===== src/rtl/ps2_mouse_pkg.sv =====
// Shared types and constants for the PS/2 mouse host master.
// MOUSE_EXPLORER_EN enables the second (explorer) ID knock and 5-button packets.
package ps2_mouse_pkg;

  typedef enum logic [2:0] {
    ST_WAIT_INIT,
    ST_STEP,
    ST_WAIT_SENT,
    ST_WAIT_RESP,
    ST_STREAM,
    ST_FAILED
  } state_e;

  localparam logic [7:0] CMD_RESET    = 8'hFF;
  localparam logic [7:0] CMD_SET_RATE = 8'hF3;
  localparam logic [7:0] CMD_SET_RES  = 8'hE8;
  localparam logic [7:0] CMD_GET_ID   = 8'hF2;
  localparam logic [7:0] CMD_ENABLE   = 8'hF4;

  localparam logic [7:0] ACK    = 8'hFA;
  localparam logic [7:0] BAT_OK = 8'hAA;

  localparam logic [7:0] ID_STD      = 8'h00;
  localparam logic [7:0] ID_WHEEL    = 8'h03;
  localparam logic [7:0] ID_EXPLORER = 8'h04;

`ifdef MOUSE_EXPLORER_EN
  localparam bit EXPLORER_EN = 1'b1;
`else
  localparam bit EXPLORER_EN = 1'b0;
`endif

  // Init ROM step map: 0..15 main sequence, 16..23 explorer knock.
  localparam int STEP_W = 5;
  localparam logic [STEP_W-1:0] STEP_ID1        = 5'd10;
  localparam logic [STEP_W-1:0] STEP_FINAL_RATE = 5'd11;
  localparam logic [STEP_W-1:0] STEP_KNOCK2     = 5'd16;
  localparam logic [STEP_W-1:0] STEP_ID2        = 5'd23;

  typedef struct packed {
    logic       send;   // 1: transmit cmd then await resp; 0: await resp only
    logic [7:0] cmd;
    logic [7:0] resp;
    logic       is_id;  // response is a device ID, not a fixed byte
    logic       last;
  } rom_entry_t;

  function automatic logic id_ok(input logic [7:0] id);
    return (id == ID_STD) || (id == ID_WHEEL) || (EXPLORER_EN && (id == ID_EXPLORER));
  endfunction

endpackage


===== src/rtl/ps2_mouse_init_rom.sv =====
// Init command table: step index -> {send flag, command, expected response, ID flag, last flag}.
// Steps 16..23 (explorer knock) are only reached when MOUSE_EXPLORER_EN is defined.
module ps2_mouse_init_rom
  import ps2_mouse_pkg::*;
#(
  parameter logic [7:0] SAMPLE_RATE = 8'd100,
  parameter logic [7:0] RESOLUTION  = 8'h02
) (
  input  logic [STEP_W-1:0] step_i,
  output rom_entry_t        entry_o
);

  function automatic rom_entry_t tx(input logic [7:0] cmd, input logic last);
    return '{send: 1'b1, cmd: cmd, resp: ACK, is_id: 1'b0, last: last};
  endfunction

  function automatic rom_entry_t rx(input logic [7:0] resp, input logic is_id);
    return '{send: 1'b0, cmd: 8'h00, resp: resp, is_id: is_id, last: 1'b0};
  endfunction

  always_comb begin
    entry_o = rx(8'h00, 1'b0);
    unique case (step_i)
      5'd0:  entry_o = tx(CMD_RESET, 1'b0);
      5'd1:  entry_o = rx(BAT_OK, 1'b0);
      5'd2:  entry_o = rx(ID_STD, 1'b0);
      5'd3:  entry_o = tx(CMD_SET_RATE, 1'b0);
      5'd4:  entry_o = tx(8'hC8, 1'b0);
      5'd5:  entry_o = tx(CMD_SET_RATE, 1'b0);
      5'd6:  entry_o = tx(8'h64, 1'b0);
      5'd7:  entry_o = tx(CMD_SET_RATE, 1'b0);
      5'd8:  entry_o = tx(8'h50, 1'b0);
      5'd9:  entry_o = tx(CMD_GET_ID, 1'b0);
      5'd10: entry_o = rx(8'h00, 1'b1);
      5'd11: entry_o = tx(CMD_SET_RATE, 1'b0);
      5'd12: entry_o = tx(SAMPLE_RATE, 1'b0);
      5'd13: entry_o = tx(CMD_SET_RES, 1'b0);
      5'd14: entry_o = tx(RESOLUTION, 1'b0);
      5'd15: entry_o = tx(CMD_ENABLE, 1'b1);
      5'd16: entry_o = tx(CMD_SET_RATE, 1'b0);
      5'd17: entry_o = tx(8'hC8, 1'b0);
      5'd18: entry_o = tx(CMD_SET_RATE, 1'b0);
      5'd19: entry_o = tx(8'hC8, 1'b0);
      5'd20: entry_o = tx(CMD_SET_RATE, 1'b0);
      5'd21: entry_o = tx(8'h50, 1'b0);
      5'd22: entry_o = tx(CMD_GET_ID, 1'b0);
      5'd23: entry_o = rx(8'h00, 1'b1);
      default: entry_o = rx(8'h00, 1'b0);
    endcase
  end

endmodule


===== src/rtl/ps2_mouse_master_ext.sv =====
// PS/2 mouse host master: ROM-driven init with timeouts/retries, then 3/4-byte stream decode.
// MOUSE_EXPLORER_EN adds the explorer knock and ID 04 packet format.
module ps2_mouse_master_ext
  import ps2_mouse_pkg::*;
#(
  parameter int unsigned INIT_WAIT_CYCLES    = 5000000,
  parameter int unsigned RESP_TIMEOUT_CYCLES = 1000000,
  parameter int unsigned MAX_RETRIES         = 3,
  parameter logic [7:0]  SAMPLE_RATE         = 8'd100,
  parameter logic [7:0]  RESOLUTION          = 8'h02
) (
  input  logic       CLK,
  input  logic       RESET_N,
  output logic       SEND_BYTE,
  output logic [7:0] BYTE_TO_SEND,
  input  logic       BYTE_SENT,
  output logic       READ_ENABLE,
  input  logic [7:0] BYTE_READ,
  input  logic [1:0] BYTE_ERROR_CODE,
  input  logic       BYTE_READY,
  output logic [7:0] MOUSE_STATUS,
  output logic [7:0] MOUSE_DX,
  output logic [7:0] MOUSE_DY,
  output logic [7:0] MOUSE_DZ,
  output logic [1:0] MOUSE_BUTTONS_EXT,
  output logic [7:0] DEVICE_ID,
  output logic       INIT_DONE,
  output logic       INIT_FAIL,
  output logic       SEND_INTERRUPT
);

  localparam int unsigned CNT_MAX = (INIT_WAIT_CYCLES > RESP_TIMEOUT_CYCLES) ?
                                    INIT_WAIT_CYCLES : RESP_TIMEOUT_CYCLES;
  localparam int CW = $clog2(CNT_MAX + 1);
  localparam int RW = (MAX_RETRIES < 2) ? 1 : $clog2(MAX_RETRIES + 1);
  localparam logic [CW-1:0] INIT_LAST   = CW'(INIT_WAIT_CYCLES - 1);
  localparam logic [CW-1:0] TIMEOUT     = CW'(RESP_TIMEOUT_CYCLES);
  localparam logic [RW-1:0] RETRY_LIMIT = RW'(MAX_RETRIES);

  state_e            state_q;
  logic [CW-1:0]     cnt_q, cnt_d;
  logic [RW-1:0]     retry_q, retry_d;
  logic [STEP_W-1:0] step_q, step_d;
  logic [1:0]        bidx_q;
  logic [7:0]        sh0_q, sh1_q, sh2_q;
  logic              send_byte_q, read_en_q, init_done_q, init_fail_q, irq_q;
  logic [7:0]        byte_to_send_q, status_q, dx_q, dy_q, dz_q, dev_id_q;
  logic [7:0]        dz_d;
  rom_entry_t        rom;
  logic              byte_good, wait_timeout, resp_ok, init_err, pkt_last;

  ps2_mouse_init_rom #(
    .SAMPLE_RATE(SAMPLE_RATE),
    .RESOLUTION (RESOLUTION)
  ) u_rom (
    .step_i (step_q),
    .entry_o(rom)
  );

  assign cnt_d        = (cnt_q == {CW{1'b1}}) ? cnt_q : cnt_q + CW'(1);
  assign retry_d      = retry_q + RW'(1);
  assign byte_good    = (BYTE_ERROR_CODE == 2'b00);
  assign wait_timeout = (cnt_q >= TIMEOUT);
  assign resp_ok      = byte_good && (rom.is_id ? id_ok(BYTE_READ) : (BYTE_READ == rom.resp));
  assign pkt_last     = (bidx_q == ((dev_id_q == ID_STD) ? 2'd2 : 2'd3));

  // Any failure during init; a byte arriving on the terminal count is not a timeout.
  assign init_err = ((state_q == ST_WAIT_SENT) && !BYTE_SENT && wait_timeout) ||
                    ((state_q == ST_WAIT_RESP) && (BYTE_READY ? !resp_ok : wait_timeout));

  always_comb begin
    step_d = step_q + STEP_W'(1);
    if (EXPLORER_EN && (step_q == STEP_ID1) && (BYTE_READ == ID_WHEEL)) step_d = STEP_KNOCK2;
    else if (step_q == STEP_ID2) step_d = STEP_FINAL_RATE;
  end

`ifdef MOUSE_EXPLORER_EN
  logic [1:0] buttons_q;
  assign dz_d = (dev_id_q == ID_EXPLORER) ? {{4{BYTE_READ[3]}}, BYTE_READ[3:0]} : BYTE_READ;
  assign MOUSE_BUTTONS_EXT = buttons_q;
`else
  assign dz_d = BYTE_READ;
  assign MOUSE_BUTTONS_EXT = 2'b00;
`endif

  always_ff @(posedge CLK or negedge RESET_N) begin
    if (!RESET_N) begin
      state_q        <= ST_WAIT_INIT;
      cnt_q          <= '0;
      retry_q        <= '0;
      step_q         <= '0;
      bidx_q         <= '0;
      sh0_q          <= '0;
      sh1_q          <= '0;
      sh2_q          <= '0;
      send_byte_q    <= 1'b0;
      byte_to_send_q <= '0;
      read_en_q      <= 1'b0;
      init_done_q    <= 1'b0;
      init_fail_q    <= 1'b0;
      irq_q          <= 1'b0;
      status_q       <= '0;
      dx_q           <= '0;
      dy_q           <= '0;
      dz_q           <= '0;
      dev_id_q       <= '0;
`ifdef MOUSE_EXPLORER_EN
      buttons_q      <= '0;
`endif
    end else begin
      send_byte_q <= 1'b0;
      irq_q       <= 1'b0;
      if (init_err) begin
        read_en_q <= 1'b0;
        cnt_q     <= '0;
        retry_q   <= retry_d;
        if (retry_d >= RETRY_LIMIT) begin
          init_fail_q <= 1'b1;
          state_q     <= ST_FAILED;
        end else begin
          state_q <= ST_WAIT_INIT;
        end
      end else begin
        unique case (state_q)
          ST_WAIT_INIT: begin
            if (cnt_q >= INIT_LAST) begin
              cnt_q   <= '0;
              step_q  <= '0;
              state_q <= ST_STEP;
            end else begin
              cnt_q <= cnt_d;
            end
          end
          ST_STEP: begin
            cnt_q <= '0;
            if (rom.send) begin
              send_byte_q    <= 1'b1;
              byte_to_send_q <= rom.cmd;
              state_q        <= ST_WAIT_SENT;
            end else begin
              read_en_q <= 1'b1;
              state_q   <= ST_WAIT_RESP;
            end
          end
          ST_WAIT_SENT: begin
            if (BYTE_SENT) begin
              cnt_q     <= '0;
              read_en_q <= 1'b1;
              state_q   <= ST_WAIT_RESP;
            end else begin
              cnt_q <= cnt_d;
            end
          end
          ST_WAIT_RESP: begin
            if (BYTE_READY) begin
              if (rom.is_id) dev_id_q <= BYTE_READ;
              if (rom.last) begin
                init_done_q <= 1'b1;
                retry_q     <= '0;
                bidx_q      <= '0;
                cnt_q       <= '0;
                state_q     <= ST_STREAM;
              end else begin
                read_en_q <= 1'b0;
                step_q    <= step_d;
                state_q   <= ST_STEP;
              end
            end else begin
              cnt_q <= cnt_d;
            end
          end
          ST_STREAM: begin
            if (BYTE_READY) begin
              if (!byte_good) begin
                init_done_q <= 1'b0;
                read_en_q   <= 1'b0;
                retry_q     <= '0;
                bidx_q      <= '0;
                cnt_q       <= '0;
                state_q     <= ST_WAIT_INIT;
              end else if ((bidx_q != 2'd0) || BYTE_READ[3]) begin
                // Byte 0 without its always-one bit is dropped silently (resync).
                cnt_q <= '0;
                if (bidx_q == 2'd0) sh0_q <= BYTE_READ;
                else if (bidx_q == 2'd1) sh1_q <= BYTE_READ;
                else if (bidx_q == 2'd2) sh2_q <= BYTE_READ;
                if (pkt_last) begin
                  bidx_q   <= '0;
                  irq_q    <= 1'b1;
                  status_q <= sh0_q;
                  dx_q     <= sh1_q;
                  if (dev_id_q == ID_STD) begin
                    dy_q <= BYTE_READ;
                    dz_q <= 8'h00;
`ifdef MOUSE_EXPLORER_EN
                    buttons_q <= 2'b00;
`endif
                  end else begin
                    dy_q <= sh2_q;
                    dz_q <= dz_d;
`ifdef MOUSE_EXPLORER_EN
                    buttons_q <= (dev_id_q == ID_EXPLORER) ? BYTE_READ[5:4] : 2'b00;
`endif
                  end
                end else begin
                  bidx_q <= bidx_q + 2'd1;
                end
              end
            end else if (bidx_q != 2'd0) begin
              if (wait_timeout) bidx_q <= '0;
              else cnt_q <= cnt_d;
            end
          end
          default: begin
            read_en_q <= 1'b0;
          end
        endcase
      end
    end
  end

  assign SEND_BYTE      = send_byte_q;
  assign BYTE_TO_SEND   = byte_to_send_q;
  assign READ_ENABLE    = read_en_q;
  assign MOUSE_STATUS   = status_q;
  assign MOUSE_DX       = dx_q;
  assign MOUSE_DY       = dy_q;
  assign MOUSE_DZ       = dz_q;
  assign DEVICE_ID      = dev_id_q;
  assign INIT_DONE      = init_done_q;
  assign INIT_FAIL      = init_fail_q;
  assign SEND_INTERRUPT = irq_q;

endmodule


===== config.mk =====
export PLATFORM = sky130hd
export DESIGN_NAME = ps2_mouse_master_ext
export DESIGN_NICKNAME = d
export VERILOG_FILES = /design/src/rtl/ps2_mouse_pkg.sv /design/src/rtl/ps2_mouse_init_rom.sv /design/src/rtl/ps2_mouse_master_ext.sv
export SDC_FILE = /design/constraint.sdc
export NUM_CORES = 1
export LEC_CHECK = 0
export ABC_AREA = 1
export CAP_MARGIN = 5
export CORE_ASPECT_RATIO = 1.5
export CORE_MARGIN = 1
export CORE_UTILIZATION = 37
export DETAILED_ROUTE_END_ITERATION = 7
export DONT_BUFFER_PORTS = 1
export PLACE_DENSITY = 0.57
export SYNTH_ARGS = -nofsm -noshare
export SYNTH_HDL_FRONTEND = slang
export SYNTH_HIERARCHICAL = 1
export SYNTH_SLANG_ARGS = --single-unit
export TNS_END_PERCENT = 10

===== constraint.sdc =====
create_clock -name CLK -period 3.2 [get_ports CLK]
set_input_delay 0 -clock CLK [delete_from_list [all_inputs] [get_ports CLK]]
set_output_delay 0 -clock CLK [all_outputs]
set_load 0.02 [all_outputs]

# ---- Word level (Yosys, flattened, before mapping)
# Memory sizes are Yosys's and may differ from the RTL's.
# Index checks and enable logic that the tools add are counted.
dict set report totals {
  register_bits 112
  mem_bits_ro 544
  output_inout_bits 55
  elab_cells 161
  memories 1
}
dict set report op_classes {
  addsub 4
  order_cmp 3
  n_eq_ne 33
  mux 65
  bitwise_logic 3
  reduce_logical 33
}
# name words width read_ports rd_ports_with_merged_regs write_ports line_no
set memory_table {}
lappend memory_table {{(name not given)} 32 17 1 0 0 ps2_mouse_init_rom.sv:23} ;# unique case (step_i)
# cell n
set ops {}
lappend ops {{$mux 23} 11}
lappend ops {{$pmux 23 s5} 1}
lappend ops {{$ne 3x3->1 const B} 10}
lappend ops {{$mux 3} 8}
lappend ops {{$reduce_and 6->1} 4}
lappend ops {{$add 23x1->23 const B} 1}
lappend ops {{$eq 23x23->1 const B} 1}
lappend ops {{$ge 23x20->1 const B} 1}
lappend ops {{$ge 23x23->1 const B} 1}
lappend ops {{$mux 1} 22}
lappend ops {{$mux 2} 11}
lappend ops {{$reduce_and 7->1} 3}
lappend ops {{$mux 5} 4}
lappend ops {{$logic_not 8->1} 2}
lappend ops {{$mux 8} 2}
lappend ops {{$ne 4x4->1 const B} 4}
lappend ops {{$pmux 3 s5} 1}
lappend ops {{$reduce_and 5->1} 3}
lappend ops {{$ne 2x2->1 const B} 7}
lappend ops {{$pmux 5 s2} 1}
lappend ops {{$eq 8x2->1 const B} 1}
lappend ops {{$eq 8x8->1} 1}
lappend ops {{$pmux 2 s2} 2}
lappend ops {{$reduce_and 8->1} 1}
lappend ops {{25 further kinds} 38}

# ---- Depth between registers and ports, before layout
# Gate-level depths: netlist (run 1).
dict set report logic_depth {
  depth_word 10
  ltp_mapped 21
  ltp_nobuf 20
}

# ---- Modules after synthesis
# The synthesis (run 1) kept the hierarchy.
# mod n_inst cells_each area_per_inst_um2 seq_area_each_um2
set modules_own_cells {}
lappend modules_own_cells {ps2_mouse_master_ext 1 900 6562.5 2802.7}
lappend modules_own_cells {ps2_mouse_init_rom 1 76 446.7 0.0}

# ---- Worst setup path before layout (run 1)
# No wires, ideal clock.
dict set report synth_timing {
  path_kind {reg2reg}
  startpoint {reg step_q[0]}
  endpoint {reg sh0_q[5]}
  setup_time_ns 0.127
  arrival_ns 2.535
  t_required_ns 3.073
  setup_slack_ns 0.538
  stages_incl_launch_ff 20
  n_path_buf 2
  synth_period_minus_slack_ns 2.662
  path_cell_list {dfrtp_1 > inv_1 > ha_1 > nand2_1 > nand2_1 > nand4_1 > buf_4 > xnor2_1 > nand2_1 > nor2_1 > nand2_1 > nand2_1 > nand2_1 > nand2_1 > nand2_4 > inv_4 > nand4_4 > buf_4 > nand2_1 > o21ai_0}
}
# item line_no
set synth_lines {}
lappend synth_lines {{from (decl)} ps2_mouse_master_ext.sv:43} ;# logic [STEP_W-1:0] step_q, step_d;
lappend synth_lines {{from (signal assigned)} ps2_mouse_master_ext.sv:165} ;# step_q <= step_d;
lappend synth_lines {{to (signal assigned)} ps2_mouse_master_ext.sv:93} ;# sh0_q <= '0;
lappend synth_lines {{to (signal assigned)} ps2_mouse_master_ext.sv:184} ;# if (bidx_q == 2'd0) sh0_q <= BYTE_READ;
lappend synth_lines {{to (decl)} ps2_mouse_master_ext.sv:45} ;# logic [7:0] sh0_q, sh1_q, sh2_q;

==> results.cfg, run 1 <==
[run_status]
outcome = finished clean

[drt]
vias_per_cell = 5.09
num_vias = 6222
drt-initial-drc-count = 417
post_drt_wl_per_cell_um = 15.4
number_of_nets_still_failing_antenna_checks_after_routing = 0
firstDrtPassIters = 4
post-route-drc-count = 0
drt_wl_total_um = 18800

[synthesis]
post_synth.cell_area_avg_sq_um = 7.18
muxShareOfSynthArea_pct = 0
synth_xor_xnor_area_share_pct = 1.50
synth_compound_gate_area_share_pct = 9.57
fraction_of_the_mapped_netlist_area_in_simple_logic_gates_pct = 38.1
synth_top_family_by_area = simple AND/OR/NAND/NOR gates
syn_inst = 976
synth-seq-area-share_pct = 40.0
synth_top_area_share_pct = 40.0
post_synth_num_cell_types = 44
synth.cell_area_sq_mm = 0.00701
yosys.area_share.adder_pct = 2.32
synth.ff_latch_count = 112
yosysTopAreaCell = sky130_fd_sc_hd__dfrtp_1
synth.area.top_cells = sky130_fd_sc_hd__dfrtp_1 40%, sky130_fd_sc_hd__nand2_1 17%, sky130_fd_sc_hd__nand3_1 8.6%, sky130_fd_sc_hd__inv_1 3.7%, sky130_fd_sc_hd__nor2_1 3.6%
synth_warn = 6

[critical_path]
worst-endpoint-required_ns = 3.47
r2r_slack_ns = 0.37
end_point_of_the_critical_path = cnt_q[5]
path_class = reg2reg
worstPathArrival_ns = 3.10
slowest_cell_on_the_critical_path = sky130_fd_sc_hd__dfrtp_2
crit_fanout = 23
slowest_delay_ns = 0.43
critical_path.startpoint = step_q[1]
reg2reg_from = step_q[1]
r2r-end = cnt_q[5]
end_kind = register
reg2reg_depth = 16
crit_path_frequent_cell = sky130_fd_sc_hd__nand2_1
worstPathCellList = inv_1 > ha_1 > nand2_1 > nand2_1 > nand4_1 > xnor2_1 > nand2_1 > nor2_1 > nand2_1 > nand2_1 > nand2_1 > nand2_1 > nand4_2 > nand3_4 > nand2_1 > o21ai_1
worst_setup_path_start_kind = register

[floorplanning]
core_area_sq_mm = 0.0185
io-pin-count = 69
chipWidth_um = 114
start_util_pct = 37.8
rows = 61
floorplan_die_height_um = 171
dieArea_sq_mm = 0.0195

[place]
place.detailed.hpwl_um = 13000
buffer_ports.inserted = 0
place_ws_ns = 0.291
dpl_cells = 1194
finalWeightedCongestion = 0.912
placement.cell_area_sq_mm = 0.00714

[sta]
final_layout_setup_total_negative_slack_ns = 0
final_max_slew_viol_count = 0
tightestPinTransition_ns = 0.687
period_minus_slack_ns = 2.83
setup-violations-final = 0
finalClockSkew_ns = 0.0165
max_clock_freq_ghz = 0.354
max-slew-margin-rel_pct = 54.2
hold_viol_final = 0
finalCritPeriodShare_pct = 88.3
setup_repair_after_global_routing_missed_its_margin = true
postLayoutSetupSlackWorst_ns = 0.374
whs_ns = 0.0217

[power_and_ir_drop]
seqPwrFrac_pct = 36.4
irDropWorstVdd_v = 0.000241
netSwitchingPower_mw = 2.58
power.share.clock_pct = 21.0
p_int_mw = 3.07
pwr-share-comb_pct = 42.6
leakage_nw = 3.69
swShare_pct = 45.6
cellPowerDensity_mw_per_mm2 = 743

[cells_and_area]
share_of_layout_cells_above_drive_strength_1_pct = 9.48
non_filler_instance_count_after_layout = 1222
num-nets-final = 992
antennaDiodeCount = 0
filler_cell_count = 1950
multiInputGateArea_sq_mm = 0.00366
ff_latch_area_sq_mm = 0.00280
final_design_area_no_fill_sq_mm = 0.00761
area_growth_pct = 8.51

[clock_tree]
tritoncts.num_buffers = 9
max-clock-path-buffers = 2
clk_transition_reported_paths_ns = 0.09
cts.sink_count = 112
cts-htree-levels = 3
cts_tree = built
worstSkewPairLatency_ns = 0.36
clk_root_buffer_cell = sky130_fd_sc_hd__clkbuf_16
cts_setup_buffers = 0

[grt]
antenna_found_initial = 0
global_route.usage.total_pct = 19.4
grt_start_max_net_pins = 113
first_global_vias = 5905
global_route_wire_length_before_repair_um = 30100
grt_remaining_overflow = 0

[job]
cap_violations = 0

[hold_path]
timing.hold.worst.start = BYTE_READY
min_path_type = in2reg
## cells in the final DEF, fill, tap and decap left out, types with 3 or more instances in the layout
cell | synthesis | routed
sky130_fd_sc_hd__o21ai_1 | 37 | 37
sky130_fd_sc_hd__clkinv_1 | 4 | 4
sky130_fd_sc_hd__xnor2_1 | 8 | 8
sky130_fd_sc_hd__nand2_1 | 319 | 319
sky130_fd_sc_hd__ha_1 | 13 | 13
sky130_fd_sc_hd__inv_2 | 12 | 12
sky130_fd_sc_hd__nand2_4 | 3 | 3
sky130_fd_sc_hd__nor2_2 | 5 | 5
sky130_fd_sc_hd__nand2_2 | 22 | 22
sky130_fd_sc_hd__nor2_4 | 5 | 5
sky130_fd_sc_hd__clkbuf_16 | 0 | 9
sky130_fd_sc_hd__nand3_2 | 4 | 4
sky130_fd_sc_hd__a21oi_1 | 13 | 13
sky130_fd_sc_hd__xor2_1 | 4 | 4
sky130_fd_sc_hd__o21bai_1 | 4 | 4
sky130_fd_sc_hd__nand3_4 | 2 | 4
sky130_fd_sc_hd__clkinv_8 | 0 | 3
sky130_fd_sc_hd__nor2_1 | 67 | 67
sky130_fd_sc_hd__o31ai_1 | 8 | 8
sky130_fd_sc_hd__a31oi_1 | 8 | 8
sky130_fd_sc_hd__inv_1 | 69 | 69
sky130_fd_sc_hd__buf_4 | 11 | 9
sky130_fd_sc_hd__conb_1 | 2 | 4
sky130_fd_sc_hd__nor3_1 | 5 | 5
sky130_fd_sc_hd__dlygate4sd3_1 | 0 | 9
sky130_fd_sc_hd__o211ai_1 | 3 | 3
sky130_fd_sc_hd__nand4_1 | 23 | 23
sky130_fd_sc_hd__dfrtp_1 | 112 | 111
sky130_fd_sc_hd__o21ai_0 | 41 | 41
sky130_fd_sc_hd__nand3_1 | 121 | 121
## metal layers
layer | wire length [um] | part of all wire, % | global-route usage, %
met5 | 0 | 0 | 0
met4 | 416 | 2.2 | 7.00
met3 | 658 | 3.5 | 2.44
met2 | 9860 | 52 | 36.1
met1 | 7890 | 42 | 22.5
## cell families after synthesis
group,count (synthesis)
buf+inv,131
flops,112
xor+xnor,12
simple gates,587
other cells,2
fa+ha+maj,13
compound gates,119
## worst min-delay path by stage
stage / end / slack, ns / depth (start not counted)
detailed placement: BYTE_TO_SEND[0] / -0.29 / 0
CTS: DEVICE_ID[0] / 0.02 / 2
finish: DEVICE_ID[1] / 0.02 / 2
floorplan: BYTE_TO_SEND[0] / -0.30 / 0
global placement: BYTE_TO_SEND[0] / -0.29 / 0
global route: DEVICE_ID[1] / 0.03 / 2
## per-stage QoR
step	utilization, %	total power, mW
6_report	41.0	5.65
3_3_place_gp	38.5	4.40
4_1_cts	40.8	5.68
5_1_grt	41.0	6.11
3_5_place_dp	38.5	4.43
2_1_floorplan	-	3.92
## final cells by class
class	count	area share, %
tap	252	4.15
sequential	112	36.9
timing repair buffer	19	2.43
clock inverter	7	1.20
clock buffer	9	2.96
inverter	86	4.28
multi-input combinational	737	48.1
## cell usage after synthesis (all sizes together)
cell and n:
nand2 344, nand3 127, dfrtp 112, inv 82, o21ai 79, nor2 77
buf 35, nand4 26, a21oi 13, ha 13, clkbuf 10, a31oi 8
o31ai 8, xnor2 8, nor3 7, o211ai 5, clkinv 4, o21bai 4
xor2 4, a21boi 2, and3 2, conb 2, nor3b 2, and2 1
nand3b 1
## flip-flops by register name (all words and copies together), names as in the netlist, 2 cells and up
name / flops
sh0_q: 8
MOUSE_DZ: 8
DEVICE_ID: 8
state_q: 3
BYTE_TO_SEND: 8
MOUSE_STATUS: 8
sh2_q: 8
bidx_q: 2
MOUSE_DY: 8
MOUSE_DX: 8
cnt_q: 23
retry_q: 2
step_q: 5
sh1_q: 8
## power by group through the flow
| stage | Combinational, mW | Clock (mW) | Sequential [mW] |
|---|---|---|---|
| after global placement | 2.31 | 0 | 2.09 |
| after floorplan | 1.95 | 0 | 1.97 |
| final | 2.41 | 1.19 | 2.06 |
| after global routing | 2.72 | 1.28 | 2.10 |
| after CTS | 2.39 | 1.23 | 2.06 |
| after detailed placement | 2.34 | 0 | 2.09 |
## repair_timing
action	in CTS	in global routing
setup endpoints to repair	0	38
hold buffers	10	0
endpoints found under the hold margin	153	0
gates resized for setup	0	3
## worst max-delay path, delay by kind of cell, from the launching register on
kind                     cells  cell delay, ns
adder cells (fa/ha/maj)      1            0.29
AO/OA/AOI/OAI                1            0.08
AND/OR/NAND/NOR             12            1.60
flip-flops                   1            0.43
XOR/XNOR                     1            0.24
buffers and inverters        1            0.10
Note: power is estimated with default switching activity, not from simulation.
==> run 2, diff against run 1 <==
Settings changed: CTS_BUF_LIST from default to sky130_fd_sc_hd__clkbuf_4 sky130_fd_sc_hd__clkbuf_8.
==> results.cfg, run 2 (synthesized netlist as in run 1, its figures left out) <==
[sta]
finalCritPeriodShare_pct = 88.7
tightestPinTransition_ns = 0.693
hold_viol_final = 0
final_max_slew_viol_count = 0
max_clock_freq_ghz = 0.352
finalClockSkew_ns = 0.0243
postLayoutSetupSlackWorst_ns = 0.361
setup-violations-final = 0
period_minus_slack_ns = 2.84
max-slew-margin-rel_pct = 53.7
setup_repair_after_global_routing_missed_its_margin = true

[power_and_ir_drop]
cellPowerDensity_mw_per_mm2 = 715
irDropWorstVdd_v = 0.000281
leakage_nw = 3.65

[clock_tree]
cts.sink_count = 112
tritoncts.num_buffers = 9
max-clock-path-buffers = 2
cts_setup_buffers = 0
worstSkewPairLatency_ns = 0.39
clk_transition_reported_paths_ns = 0.12
cts-htree-levels = 3
clk_root_buffer_cell = sky130_fd_sc_hd__clkbuf_8
cts_tree = built

[critical_path]
slowest_cell_on_the_critical_path = sky130_fd_sc_hd__dfrtp_2
slowest_delay_ns = 0.45
cpLargestDelayFamily = simple AND/OR/NAND/NOR gates
worstPathArrival_ns = 3.11
reg2reg_depth = 15
worst-endpoint-required_ns = 3.47
crit_fanout = 23
critical_path_buf_inv_count = 1
crit_path_frequent_cell = sky130_fd_sc_hd__nand2_1
worst_setup_path_start_kind = register
worstPathCellList = inv_1 > ha_1 > nand2_1 > nand2_1 > nand4_1 > xnor2_1 > nand2_1 > nor2_1 > nand2_1 > nand2_1 > nand2_1 > nand2_1 > nand4_2 > nand3_4 > o21ai_1
end_kind = register
path_class = reg2reg
cp.depth = 15

[job]
cap_violations = 0

[place]
buffer_ports.inserted = 0
finalWeightedCongestion = 0.912
place_ws_ns = 0.291
place.detailed.hpwl_um = 13000
dpl_cells = 1194

[cells_and_area]
layout.cells.most_common = sky130_fd_sc_hd__nand2_1
area_growth_pct = 7.21
share_of_layout_cells_above_drive_strength_1_pct = 9.47
antennaDiodeCount = 0
final_cell_mix = 319 x sky130_fd_sc_hd__nand2_1, 121 x sky130_fd_sc_hd__nand3_1, 111 x sky130_fd_sc_hd__dfrtp_1, 69 x sky130_fd_sc_hd__inv_1, 67 x sky130_fd_sc_hd__nor2_1
largest_register_by_flop_count = cnt_q
largest_register_ff_count = 23
num-nets-final = 993
filler_cell_count = 1964
non_filler_instance_count_after_layout = 1223

[drt]
number_of_nets_still_failing_antenna_checks_after_routing = 0
drt-initial-drc-count = 385
drt_wl_total_um = 18900
vias_per_cell = 5.10
firstDrtPassIters = 4
post-route-drc-count = 0
num_vias = 6236
post_drt_wl_per_cell_um = 15.5

[hold_path]
min_path_type = in2reg
cells_on_worst_hold_path = 4

[floorplanning]
dieArea_sq_mm = 0.0195
chipWidth_um = 114
io-pin-count = 69
rows = 61
core_area_sq_mm = 0.0185
start_util_pct = 37.8
floorplan_die_height_um = 171

[run_status]
outcome = finished clean

[grt]
grt_remaining_overflow = 0
global_route_wire_length_before_repair_um = 30200
global_route.usage.total_pct = 19.5
grt_start_max_net_pins = 113
antenna_found_initial = 0
first_global_vias = 5922
==> run 2: layer usage <==
metal,up-vias,share of wire (%),global-route usage (%)
met5,-,0,0
met2,126,52,36.1
li1,3157,-,-
met4,0,2.5,7.34
met3,21,3.6,2.76
met1,2932,42,22.5
==> run 2: worst paths after layout <==
| check | startpoint | to | slack [ns] |
|---|---|---|---|
| max | step_q[1] | cnt_q[19] | 0.36 |
| min | BYTE_READY | bidx_q[0] | 0.02 |
| max reg2reg | step_q[1] | cnt_q[19] | 0.36 |
| min reg2reg | sh0_q[3] | sh0_q[3] | 0.47 |
| max in group asynchronous | RESET_N | MOUSE_DY[6] | 2.54 |
| min in group asynchronous | RESET_N | BYTE_TO_SEND[0] | 0.20 |
==> run 2: per-stage QoR <==
step | total power [mW] | hold slack [ns] | cell area [sq um] | utilization, % | setup TNS, ns
after global routing | 5.83 | 0.0704 | 7510 | 40.5 | -0.138
final | 5.38 | 0.0192 | 7510 | 40.5 | 0
after CTS | 5.40 | 0.0104 | 7480 | 40.3 | 0
after floorplan | 3.92 | -0.296 | 7020 | - | 0
after global placement | 4.40 | -0.292 | 7140 | 38.5 | 0
after detailed placement | 4.43 | -0.292 | 7140 | 38.5 | 0
==> run 2: tightest hold or removal path: stages <==
cell	delay [ns]
sky130_fd_sc_hd__nand2_1	0.13
sky130_fd_sc_hd__nor2_4	0.07
sky130_fd_sc_hd__nand3_1	0.08
sky130_fd_sc_hd__o21ai_0	0.08
==> run 2: report_power, final <==
part           total, mW  internal (mW)  switching, mW
logic               2.41          0.850           1.56
clock network      0.913          0.322          0.591
registers           2.06           1.66          0.399
==> run 2: final cells by class <==
type	instances	area, sq um	area share, %
clock buffer	9	124	1.65
multi-input combinational	737	3660	48.7
clock inverter	7	91.3	1.22
timing repair buffer	20	195	2.60
tap	252	315	4.20
sequential	112	2800	37.3
inverter	86	325	4.33
==> run 2: repair_timing <==
| action | CTS | global route |
|---|---|---|
| resized for setup | 0 | 3 |
| hold endpoints to repair | 160 | 0 |
| setup endpoints to repair | 0 | 38 |
| hold buffers | 11 | 0 |
==> run 3, diff against run 2 <==
Settings changed: PLACE_DENSITY 0.57 to 0.62.
Clock period 3.2 ns to 3.35 ns, I/O delays scaled along.
==> results.cfg, run 3 (synthesized netlist as in run 1, its figures left out) <==
[clock_tree]
cts.sink_count = 112
cts-htree-levels = 3
tritoncts.num_buffers = 9
number_of_buffers_added_to_fix_hold_violations_after_cts = 11
clk_root_buffer_cell = sky130_fd_sc_hd__clkbuf_8
cts_tree = built
number_of_gates_resized_after_cts = 0
max-clock-path-buffers = 2
worstSkewPairLatency_ns = 0.40
cts_setup_buffers = 0
clk_transition_reported_paths_ns = 0.12

[floorplanning]
io-pin-count = 69
dieArea_sq_mm = 0.0195
rows = 61
core_area_sq_mm = 0.0185
start_util_pct = 37.8
chipWidth_um = 114
floorplan_die_height_um = 171

[critical_path]
worstPathArrival_ns = 3.18
worst_setup_path_start_kind = register
crit_fanout = 10
reg2reg_from = step_q[1]
reg2reg_depth = 16
end_kind = register
r2r-end = DEVICE_ID[1]
worst-endpoint-required_ns = 3.65
r2r_slack_ns = 0.48
path_class = reg2reg

[cells_and_area]
filler_cell_count = 1941
share_of_layout_cells_above_drive_strength_1_pct = 9.09
area_growth_pct = 6.59
non_filler_instance_count_after_layout = 1220
layout.cells.most_common = sky130_fd_sc_hd__nand2_1
antennaDiodeCount = 0
num-nets-final = 990
largest_register_by_flop_count = cnt_q
final_design_area_no_fill_sq_mm = 0.00747
largest_register_ff_count = 23
fin_util_pct = 40.3
final_cell_mix = 319 x sky130_fd_sc_hd__nand2_1, 121 x sky130_fd_sc_hd__nand3_1, 112 x sky130_fd_sc_hd__dfrtp_1, 69 x sky130_fd_sc_hd__inv_1, 67 x sky130_fd_sc_hd__nor2_1

[place]
dpl_cells = 1193
buffer_ports.inserted = 0
placement.cell_area_sq_mm = 0.00713
place.detailed.hpwl_um = 13000
finalWeightedCongestion = 0.886

[power_and_ir_drop]
leakage_nw = 3.61
irDropWorstVdd_v = 0.000243
power.share.clock_pct = 17.0
netSwitchingPower_mw = 2.39
p_int_mw = 2.70
seqPwrFrac_pct = 38.5
cellPowerDensity_mw_per_mm2 = 682
pwr-share-comb_pct = 44.5
swShare_pct = 47.0

[sta]
tightestPinTransition_ns = 0.697
max_clock_freq_ghz = 0.348
finalCritPeriodShare_pct = 85.7
setup_repair_after_global_routing_missed_its_margin = false
hold_viol_final = 0
finalClockSkew_ns = 0.0177
setup-violations-final = 0
final_layout_setup_total_negative_slack_ns = 0
max-slew-margin-rel_pct = 53.5
period_minus_slack_ns = 2.87
final_max_slew_viol_count = 0

[grt]
antenna_found_initial = 0
global_route.usage.total_pct = 20.0
first_global_vias = 6195
grt_remaining_overflow = 0
grt_start_max_net_pins = 113
global_route_wire_length_before_repair_um = 30900

[drt]
firstDrtPassIters = 8
post-route-drc-count = 0
num_vias = 6217
post_drt_wl_per_cell_um = 15.0
drt-initial-drc-count = 382
number_of_nets_still_failing_antenna_checks_after_routing = 0
drt_wl_total_um = 18300
vias_per_cell = 5.10

[run_status]
outcome = finished clean

[job]
cap_violations = 0

[hold_path]
timing.hold.worst.start = BYTE_READY
holdPathEnd = INIT_DONE
min_path_type = in2reg
cells_on_worst_hold_path = 5
run 3: cell types whose count changed in the layout (fill, tap and decap cells not counted):
cell,change
sky130_fd_sc_hd__nand3_4,-2
sky130_fd_sc_hd__dfrtp_1,+1
sky130_fd_sc_hd__clkinv_4,-1
sky130_fd_sc_hd__dfrtp_2,-1
sky130_fd_sc_hd__inv_6,+1
sky130_fd_sc_hd__buf_4,-1
run 3: critical path, stage by stage (launching register included):
cell                      delay, ns
sky130_fd_sc_hd__dfrtp_1       0.49
sky130_fd_sc_hd__inv_1         0.12
sky130_fd_sc_hd__ha_1          0.30
sky130_fd_sc_hd__nand2_1       0.12
sky130_fd_sc_hd__nand2_1       0.12
sky130_fd_sc_hd__nand4_1       0.25
sky130_fd_sc_hd__xnor2_1       0.23
sky130_fd_sc_hd__nand2_1       0.06
sky130_fd_sc_hd__nor2_1        0.08
sky130_fd_sc_hd__nand2_1       0.05
sky130_fd_sc_hd__nand2_1       0.05
sky130_fd_sc_hd__nand2_1       0.04
sky130_fd_sc_hd__nand2_1       0.12
sky130_fd_sc_hd__nand2_4       0.12
sky130_fd_sc_hd__inv_4         0.10
sky130_fd_sc_hd__nand4_2       0.25
sky130_fd_sc_hd__o21ai_0       0.26
run 3: routing by layer:
layer | global-route usage (%) | wire (um) | vias up
met5 | 0 | 0 | -
met4 | 8.75 | 512 | 0
met3 | 2.83 | 670 | 34
met2 | 36.5 | 9540 | 131
met1 | 22.8 | 7600 | 2914
li1 | - | - | 3138
run 3: worst max path at each step:
stage	startpoint	to	cells past startpoint
floorplan	step_q[0]	sh0_q[5]	19
global placement	step_q[1]	DEVICE_ID[0]	17
detailed placement	step_q[1]	DEVICE_ID[1]	16
CTS	step_q[1]	DEVICE_ID[1]	16
global route	step_q[1]	DEVICE_ID[1]	16
finish	step_q[1]	DEVICE_ID[1]	16
run 3: power by group through the flow:
stage	combinational [mW]	sequential, mW	clock, mW
final	2.27	1.96	0.867
after CTS	2.29	1.97	0.893
after detailed placement	2.24	1.99	0
after global placement	2.20	1.99	0
after global routing	2.60	2.00	0.949
after floorplan	1.86	1.88	0
run 3: area by class of cell:
class	count	area, sq um	area share, %
multi-input combinational	735	3620	48.5
sequential	112	2800	37.5
inverter	86	325	4.35
tap	252	315	4.22
timing repair buffer	19	188	2.51
clock buffer	9	124	1.66
clock inverter	7	91.3	1.22
run 3: metrics by stage:
| stage | power (mW) | setup slack, ns | hold WS [ns] |
|---|---|---|---|
| finish | 5.09 | 0.478 | 0.0365 |
| CTS | 5.14 | 0.435 | 0.0166 |
| detailed placement | 4.23 | 0.466 | -0.292 |
| floorplan | 3.74 | 0.688 | -0.296 |
| global placement | 4.19 | 0.596 | -0.293 |
| global route | 5.54 | 0.0779 | 0.0869 |
